===== config.mk =====
export PLATFORM = sky130hd
export DESIGN_NAME = logic_unit_pipe
export DESIGN_NICKNAME = d
export VERILOG_FILES = /design/src/rtl/logic_unit_pipe.sv
export SDC_FILE = /design/constraint.sdc
export NUM_CORES = 1
export LEC_CHECK = 0
export CAP_MARGIN = 20
export CORE_AREA = 2 2 78 99
export CTS_CLUSTER_SIZE = 20
export DETAILED_ROUTE_END_ITERATION = 8
export DIE_AREA = 0 0 80 101
export GPL_ROUTABILITY_DRIVEN = 0
export GPL_TIMING_DRIVEN = 0
export PLACE_DENSITY = 0.76
export SETUP_SLACK_MARGIN = 0.15
export SLEW_MARGIN = 20
export SYNTH_ARGS = -nofsm -noshare
export SYNTH_HDL_FRONTEND = slang
export SYNTH_SLANG_ARGS = --single-unit

===== constraint.sdc =====
create_clock -name clk -period 2.9 [get_ports clk]
set_input_delay 0.58 -clock clk [delete_from_list [all_inputs] [get_ports clk]]
set_output_delay 0.58 -clock clk [all_outputs]
set_load 0.005 [all_outputs]

===== src/rtl/logic_unit_pipe.sv =====
// Two-stage pipelined WIDTH-bit logic unit with valid/ready streaming on both sides.
// S1 holds {op,a,b}; S2 holds the result, its flags and the completed-handshake counter.
module logic_unit_pipe #(
   parameter int WIDTH = 8,
   parameter int CNT_W = 16
) (
   input  logic             clk,
   input  logic             rst_n,
   input  logic             in_valid,
   output logic             in_ready,
   input  logic [2:0]       op,
   input  logic [WIDTH-1:0] a,
   input  logic [WIDTH-1:0] b,
   output logic             out_valid,
   input  logic             out_ready,
   output logic [WIDTH-1:0] result,
   output logic             zero,
   output logic             all_ones,
   output logic             parity,
   output logic [CNT_W-1:0] op_count
);

   localparam logic [2:0] OP_AND  = 3'd0;
   localparam logic [2:0] OP_OR   = 3'd1;
   localparam logic [2:0] OP_XOR  = 3'd2;
   localparam logic [2:0] OP_NAND = 3'd3;
   localparam logic [2:0] OP_NOR  = 3'd4;
   localparam logic [2:0] OP_XNOR = 3'd5;
   localparam logic [2:0] OP_NOTA = 3'd6;

   // Handshake: a beat moves on a rising clk edge when its valid and ready are both high.
   // Ready never depends on the matching valid, so no combinational loop can form.
   logic             s1_valid_q, s1_valid_d;
   logic [2:0]       s1_op_q, s1_op_d;
   logic [WIDTH-1:0] s1_a_q, s1_a_d;
   logic [WIDTH-1:0] s1_b_q, s1_b_d;

   logic             out_valid_q, out_valid_d;
   logic [WIDTH-1:0] result_q, result_d;
   logic             zero_q, zero_d;
   logic             all_ones_q, all_ones_d;
   logic             parity_q, parity_d;
   logic [CNT_W-1:0] op_count_q, op_count_d;

   logic             s2_adv;
   logic             in_fire;
   logic             out_fire;
   logic [WIDTH-1:0] s1_result;

   always_comb begin
      s2_adv   = !out_valid_q || out_ready;
      in_ready = !s1_valid_q || s2_adv;
      in_fire  = in_valid && in_ready;
      out_fire = out_valid_q && out_ready;
   end

   always_comb begin
      s1_result = '0;
      case (s1_op_q)
         OP_AND:  s1_result = s1_a_q & s1_b_q;
         OP_OR:   s1_result = s1_a_q | s1_b_q;
         OP_XOR:  s1_result = s1_a_q ^ s1_b_q;
         OP_NAND: s1_result = ~(s1_a_q & s1_b_q);
         OP_NOR:  s1_result = ~(s1_a_q | s1_b_q);
         OP_XNOR: s1_result = ~(s1_a_q ^ s1_b_q);
         OP_NOTA: s1_result = ~s1_a_q;
         default: s1_result = ~s1_b_q;
      endcase
   end

   always_comb begin
      s1_valid_d = s1_valid_q;
      s1_op_d    = s1_op_q;
      s1_a_d     = s1_a_q;
      s1_b_d     = s1_b_q;
      // S1 may refill in the same cycle its old beat moves into S2.
      if (in_ready) begin
         s1_valid_d = in_valid;
      end
      if (in_fire) begin
         s1_op_d = op;
         s1_a_d  = a;
         s1_b_d  = b;
      end
   end

   always_comb begin
      out_valid_d = out_valid_q;
      result_d    = result_q;
      zero_d      = zero_q;
      all_ones_d  = all_ones_q;
      parity_d    = parity_q;
      op_count_d  = op_count_q;
      if (s2_adv) begin
         out_valid_d = s1_valid_q;
         // Flags are derived from the same value that is registered as result.
         if (s1_valid_q) begin
            result_d   = s1_result;
            zero_d     = (s1_result == '0);
            all_ones_d = &s1_result;
            parity_d   = ^s1_result;
         end
      end
      if (out_fire) begin
         op_count_d = op_count_q + CNT_W'(1);
      end
   end

   always_ff @(posedge clk) begin
      if (!rst_n) begin
         s1_valid_q  <= 1'b0;
         s1_op_q     <= '0;
         s1_a_q      <= '0;
         s1_b_q      <= '0;
         out_valid_q <= 1'b0;
         result_q    <= '0;
         zero_q      <= 1'b0;
         all_ones_q  <= 1'b0;
         parity_q    <= 1'b0;
         op_count_q  <= '0;
      end else begin
         s1_valid_q  <= s1_valid_d;
         s1_op_q     <= s1_op_d;
         s1_a_q      <= s1_a_d;
         s1_b_q      <= s1_b_d;
         out_valid_q <= out_valid_d;
         result_q    <= result_d;
         zero_q      <= zero_d;
         all_ones_q  <= all_ones_d;
         parity_q    <= parity_d;
         op_count_q  <= op_count_d;
      end
   end

   assign out_valid = out_valid_q;
   assign result    = result_q;
   assign zero      = zero_q;
   assign all_ones  = all_ones_q;
   assign parity    = parity_q;
   assign op_count  = op_count_q;

endmodule

==> impl_results.md, run 1 <==
- Flops & latches, synth: 48
- Ys Warns: 0
- # setup viols final: 0
- Placed wire-length estimate: 5070 um
- Metal2 WL: 3640 um
- Die height: 101 um
- Post-Layout Inst Area: 3990 um^2
- First-pass GRT wire length: 11100 um
- Remaining Overflow, GRT: 0
- Commonest non-fill, non-tap cell in the layout: nand2_1
- Status: completed
- GRT Util Overall: 17.2%
- Slowest cell on the critical path: dfxtp_4
- Starting Density: 41.4%
- Starting DRT DRC Count: 77
- Tmin final: 2690 ps
- Antenna-violating nets left: 0
- Worst Hold Depth: 2
- Final Non-Filler Cells: 521
- CTS sink count: 48
- Syn Inst Count: 356
- Worst Setup Start Kind: flop
- CTS buffer count: 5
- Reg clk slew, reported paths: 90 ps
- Post-synth EDFFs: 0
- Slew @ Worst Pin: 482 ps
- Area Growth Syn to Fin: 34.2%
- Clock tree buffer depth: 2
- Drt wl/cell: 13.5 um
- Ys async rst share: 0%
- Period utilisation layout: 92.7%
- Ports: 52
- Fin. Hold Viols: 0
- Synth cell types: 58
- Crit Path Max Fanout: 4
- Worst Setup Path Type: reg -> reg
- Critical path data required time: 3090 ps
- Max_cap viols: 0
- Average cell area after synthesis: 8.36 um^2
- Diode count: 0
- Crit-path cells: inv_2 > ha_4 > a21oi_2 > a311o_2 > a32oi_2 > ha_4 > xnor2_2 > xnor2_2 > o21ai_2 > a2bb2oi_2 > xnor2_1 > a21oi_1
- Clk_lat worst skew: 300 ps
- Pre-antenna DRT Iters: 4
- Max-Slew Margin vs Limit: 67.8%
- Leak: 1.55 nW
- CP arrival: 2880 ps
- Die area: 8080 um^2
- Top sig layer: met4
- Slowest stage delay, CP: 380 ps
- Nets: 473
- Vias: 2708
- Max frequency: 372 MHz
- Initial antenna violation count: 0
- Power per cell area: 408 nW/um^2
- Mapped cell area: 2980 um^2
- Avg Vias per Cell: 5.20
- Worst Skew: 3.17 ps
- Most frequent cells in the layout: 67 x nand2_1, 51 x clkdlybuf4s50_1, 38 x dfxtp_1
- Clock Tree Root: clkbuf_8
- Final setup TNS: 0 ps
- H-tree Lvls: 2
- Register area share after synthesis: 32.3%
- WL met1: 2890 um
- RSZ-0062 raised after global routing: false
- DRC errors left: 0
- Worst reg-to-reg path cell count: 12
- Std cell rows: 35
- Syn Nets: 401
- Primary FF master, synth: dfxtp_1
- Placed insts: 499
- Vias in the first global route: 2461
- DIE WIDTH: 80 um
- Worst setup EP type: flop
- Hold_buf cts: 0
- Total Routed Length: 7020 um
- Layout cell share with drive strength beyond 1: 18.4%
- Met3 wire length: 347 um
- Dpl cell area: 3600 um^2
- Core area: 7180 um^2
- Final-report max-slew violation count: 0
- Worst hold-check path type: reg -> reg
- PortBufs: 51
- Peak supply drop: 0.197 mV
- Largest net degree at the start of global routing: 16
- CTS tree: yes
[metrics by stage]
step	setup slack (ps)	hold WS, ps	utilization, %	total power [mW]
after floorplan	372	451	-	0.955
after global placement	82.9	446	50.1	1.05
after detailed placement	52.1	453	50.1	1.06
after CTS	154	464	51.8	1.55
after global routing	116	488	55.6	1.72
final	211	459	55.6	1.63
[final cells by class]
cell class                      instances  area (um^2)
Fill cell                             646         3190
Clock inverter                          3         42.5
Inverter                               26         97.6
Clock buffer                            5         68.8
Timing Repair Buffer                   65          633
Buffer                                 18          124
Tap cell                               92          115
Sequential cell                        48          981
Multi-Input combinational cell        264         1930
[cell usage after synthesis (all sizes together), types with 2 or more instances]
| master | instances | area (um^2) |
|---|---|---|
| a221oi | 6 | 58.8 |
| mux2 | 2 | 22.5 |
| xnor2 | 15 | 131 |
| nor2b | 5 | 31.3 |
| ha | 22 | 275 |
| nor3 | 5 | 30.0 |
| o21ai | 8 | 43.8 |
| mux2i | 8 | 80.1 |
| o22ai | 4 | 25.0 |
| inv | 26 | 97.6 |
| o211ai | 2 | 20.0 |
| a21boi | 25 | 188 |
| nand4 | 5 | 31.3 |
| xor2 | 2 | 17.5 |
| a21oi | 13 | 68.8 |
| nand2 | 68 | 258 |
| nor2 | 10 | 40.0 |
| clkbuf | 8 | 30.0 |
| dfxtp | 48 | 961 |
| buf | 10 | 82.6 |
| o41ai | 2 | 25.0 |
| a32oi | 2 | 32.5 |
| or2 | 3 | 18.8 |
| nand3 | 10 | 55.1 |
| nand2b | 9 | 56.3 |
| and2 | 19 | 119 |
| and3 | 4 | 25.0 |
[logic make-up (layout without fill, tap and decap cells)]
kind of cell | after synthesis | count (layout) | share of synthesized area, %
AND/OR/NAND/NOR | 141 | 141 | 23.3
AO/OA/AOI/OAI | 73 | 73 | 18.9
flip-flops | 48 | 48 | 32.3
buffers and inverters | 44 | 117 | 7.06
adder cells (fa/ha/maj) | 22 | 22 | 9.25
XOR/XNOR | 17 | 17 | 5.00
multiplexers | 11 | 11 | 4.21
[where the power goes]
group / leakage [nW] / switching (mW) / internal, mW
clock network: 0.0541 / 0.234 / 0.255
logic: 1.10 / 0.204 / 0.227
registers: 0.396 / 0.0236 / 0.684
[final timing paths]
kind	startpoint	end	slack, ps
setup / recovery	s1_b_q[5]	parity	210
hold / removal	result[6]	result[6]	460
setup reg to reg	s1_b_q[5]	parity	210
hold reg to reg	result[6]	result[6]	460
[registers in the layout, summed over array words and instances (netlist names)]
name        flops
result          8
s1_b_q          8
op_count       16
s1_a_q          8
out_valid       1
s1_valid_q      1
parity          1
all_ones        1
zero            1
s1_op_q         3
[metal layers]
layer	global-route usage (%)	up-vias
met5	0	-
met4	6.26	0
met3	2.96	11
met2	31.2	88
met1	19.9	1255
li1	-	1354
[worst max-delay path: cells and delay by family (launching register included)]
family / cells / cell delay, ps
fa+ha+maj: 2 / 530
flops: 1 / 380
buf+inv: 1 / 50
compound gates: 6 / 1080
xor+xnor: 3 / 520
[what timing repair did]
item / CTS / global route
resized for setup: 3 / 36
gates cloned: 0 / 1
endpoints found under the setup margin: 1 / 1
pin swaps: 0 / 11
buffers inserted: 0 / 13
endpoints found under the hold margin: 0 / 0
No activity file was read; power rests on OpenSTA's default activity.
==> run 2, diff against run 1 <==
SKIP_CTS_REPAIR_TIMING = 1   (was not set)
==> run 2 against run 1 <==
Net effect: clock power up 1%; clock-buffer cell count unchanged; cell count unchanged; register-to-register slack about the same; combinational power about the same; wire length down 0.19%; via count down 0.92%; highest routed layer unchanged; sequential share of layout area down 0.054 points; utilization up 0.12 points; total power up 0.44%; first-iteration DRC count up 21%.
==> impl_results.md, run 2 (synthesis gave the netlist of run 1 again) <==
- Status: completed
- Worst Setup Path Type: reg -> reg
- CTS sink count: 48 (unchanged)
- Critical path data required time: 3090 ps (about the same)
- Remaining Overflow, GRT: 0 (unchanged)
- Antenna-violating nets left: 0 (unchanged)
- First-pass GRT wire length: 11000 um (-0.18%)
- Worst setup EP type: flop
- Nets: 473 (unchanged)
- Max FFs per register: 16 (unchanged)
- Slowest stage delay, CP: 380 ps (about the same)
- Worst reg-to-reg path cell count: 12 (unchanged)
- Worst Setup Start Kind: flop
- CP arrival: 2880 ps (about the same)
- Area Growth Syn to Fin: 34.5%
- Core area: 7180 um^2 (unchanged)
- Drt wl/cell: 13.5 um (-0.19%)
- DRC errors left: 0 (unchanged)
- Crit-path cells: inv_2 > ha_4 > a21oi_2 > a311o_2 > a32oi_2 > ha_4 > xnor2_2 > xnor2_2 > o21ai_2 > a2bb2oi_2 > xnor2_1 > a21oi_1
- Fin. Hold Viols: 0 (unchanged)
- PortBufs: 51 (unchanged)
- DIE WIDTH: 80 um (unchanged)
- Placed wire-length estimate: 5070 um (unchanged)
- Layout cell share with drive strength beyond 1: 18.6% (+0.23 points)
- Most frequent cells in the layout: 67 x nand2_1, 51 x clkdlybuf4s50_1, 38 x dfxtp_1
- H-tree Lvls: 2 (unchanged)
- Final Util: 55.7% (+0.12 points)
- Largest net degree at the start of global routing: 16 (unchanged)
- Final Non-Filler Cells: 521 (unchanged)
- Worst Hold Depth: 2 (unchanged)
- Buffers plus inverters on the worst setup path: 1 (unchanged)
- Clock tree buffer depth: 2 (unchanged)
- Tmin final: 2700 ps (+8.81 ps)
- Initial antenna violation count: 0 (unchanged)
- Leak: 1.55 nW (+0.20%)
- Max-Slew Margin vs Limit: 68.1% (+0.28 points)
- Vias in the first global route: 2442 (-0.77%)
- Ports: 52 (unchanged)
- Slowest cell on the critical path: dfxtp_4
- Reg clk slew, reported paths: 90 ps (about the same)
- Die height: 101 um (unchanged)
- Total Routed Length: 7010 um (-0.19%)
- CTS tree: yes
- Max_cap viols: 0 (unchanged)
- # setup viols final: 0 (unchanged)
- Std cell rows: 35 (unchanged)
- Clk_lat worst skew: 300 ps (about the same)
- CTS buffer count: 5 (unchanged)
- Crit Path Max Fanout: 4 (unchanged)
- RSZ-0062 raised after global routing: false
- Delay-heaviest family, CP: compound AO/OA/AOI/OAI gates
- Worst Skew: 3.38 ps (+0.212 ps)
- Avg Vias per Cell: 5.15 (-0.92%)
- Commonest non-fill, non-tap cell in the layout: nand2_1
- Max frequency: 371 MHz (-0.33%)
- Period utilisation layout: 93.0% (+0.30 points)
- Starting DRT DRC Count: 93 (+21%)
- GRT Util Overall: 17.1% (-0.056 points)
- Pre-antenna DRT Iters: 4 (unchanged)
- Worst hold-check path type: reg -> reg
- Power per cell area: 409 nW/um^2 (+0.22%)
- Diode count: 0 (unchanged)
- Placed insts: 499 (unchanged)
- Starting Density: 41.4% (unchanged)
- Critical path depth: 12 (unchanged)
- Clock Tree Root: clkbuf_8
- Die area: 8080 um^2 (unchanged)
- Final setup TNS: 0 ps (unchanged)
- Final-report max-slew violation count: 0 (unchanged)
- Slew @ Worst Pin: 478 ps (-4.13 ps)
- Vias: 2683 (-0.92%)
- Peak supply drop: 0.201 mV (+1.9%)
[run 2: changes by cell type in the layout (fill, tap and decap cells not counted)]
cell and change:
a221oi_1 -1, a221oi_2 +1, buf_2 -1, clkbuf_4 +1
[run 2: power breakdown]
part           switching [mW]  total (mW)  internal [mW]  leakage, nW
registers              0.0240       0.708          0.684        0.396
clock network           0.240       0.495          0.255       0.0541
logic                   0.204       0.431          0.228         1.10
total                   0.467        1.63           1.17         1.55
[run 2: final cells by class]
| cell class | count | area [um^2] |
|---|---|---|
| Multi-Input combinational cell | 264 | 1940 |
| Sequential cell | 48 | 981 |
| Clock buffer | 5 | 68.8 |
| Timing Repair Buffer | 65 | 633 |
| Inverter | 26 | 97.6 |
| Tap cell | 92 | 115 |
| Fill cell | 641 | 3180 |
| Buffer | 18 | 126 |
| Clock inverter | 3 | 42.5 |
[run 2: layer usage]
layer,global-route usage (%),up-vias,share of wire (%)
li1,-,1353,-
met1,19.8,1256,43
met2,31.7,63,52
met3,2.96,11,3.6
met4,5.08,0,1.9
met5,0,-,0
[run 2: worst paths after layout]
| kind | from | endpoint | slack (ps) |
|---|---|---|---|
| hold / removal | result[6] | result[6] | 460 |
| setup / recovery | s1_b_q[5] | parity | 200 |
| hold reg to reg | result[6] | result[6] | 460 |
| setup reg to reg | s1_b_q[5] | parity | 200 |
[run 2: metrics by stage]
stage               worst slack [ps]  hold WS, ps  power (mW)  area [um^2]
finish                           202          460        1.63         4000
global route                     116          488        1.72         4000
CTS                             5.92          464        1.55         3710
detailed placement              52.1          453        1.06         3600
global placement                82.9          446        1.05         3600
floorplan                        372          451       0.955         2980
[run 2: worst min-delay path: stages, from the launching register on]
cell and delay [ps]:
dfxtp_1 320, nand2_1 50, a21boi_1 50
==> run 3, diff against run 2 <==
CAP_MARGIN = not set   (was 20)
==> results of run 3 <==
The final DEF is identical to that of run 2; final timing and power are the same.
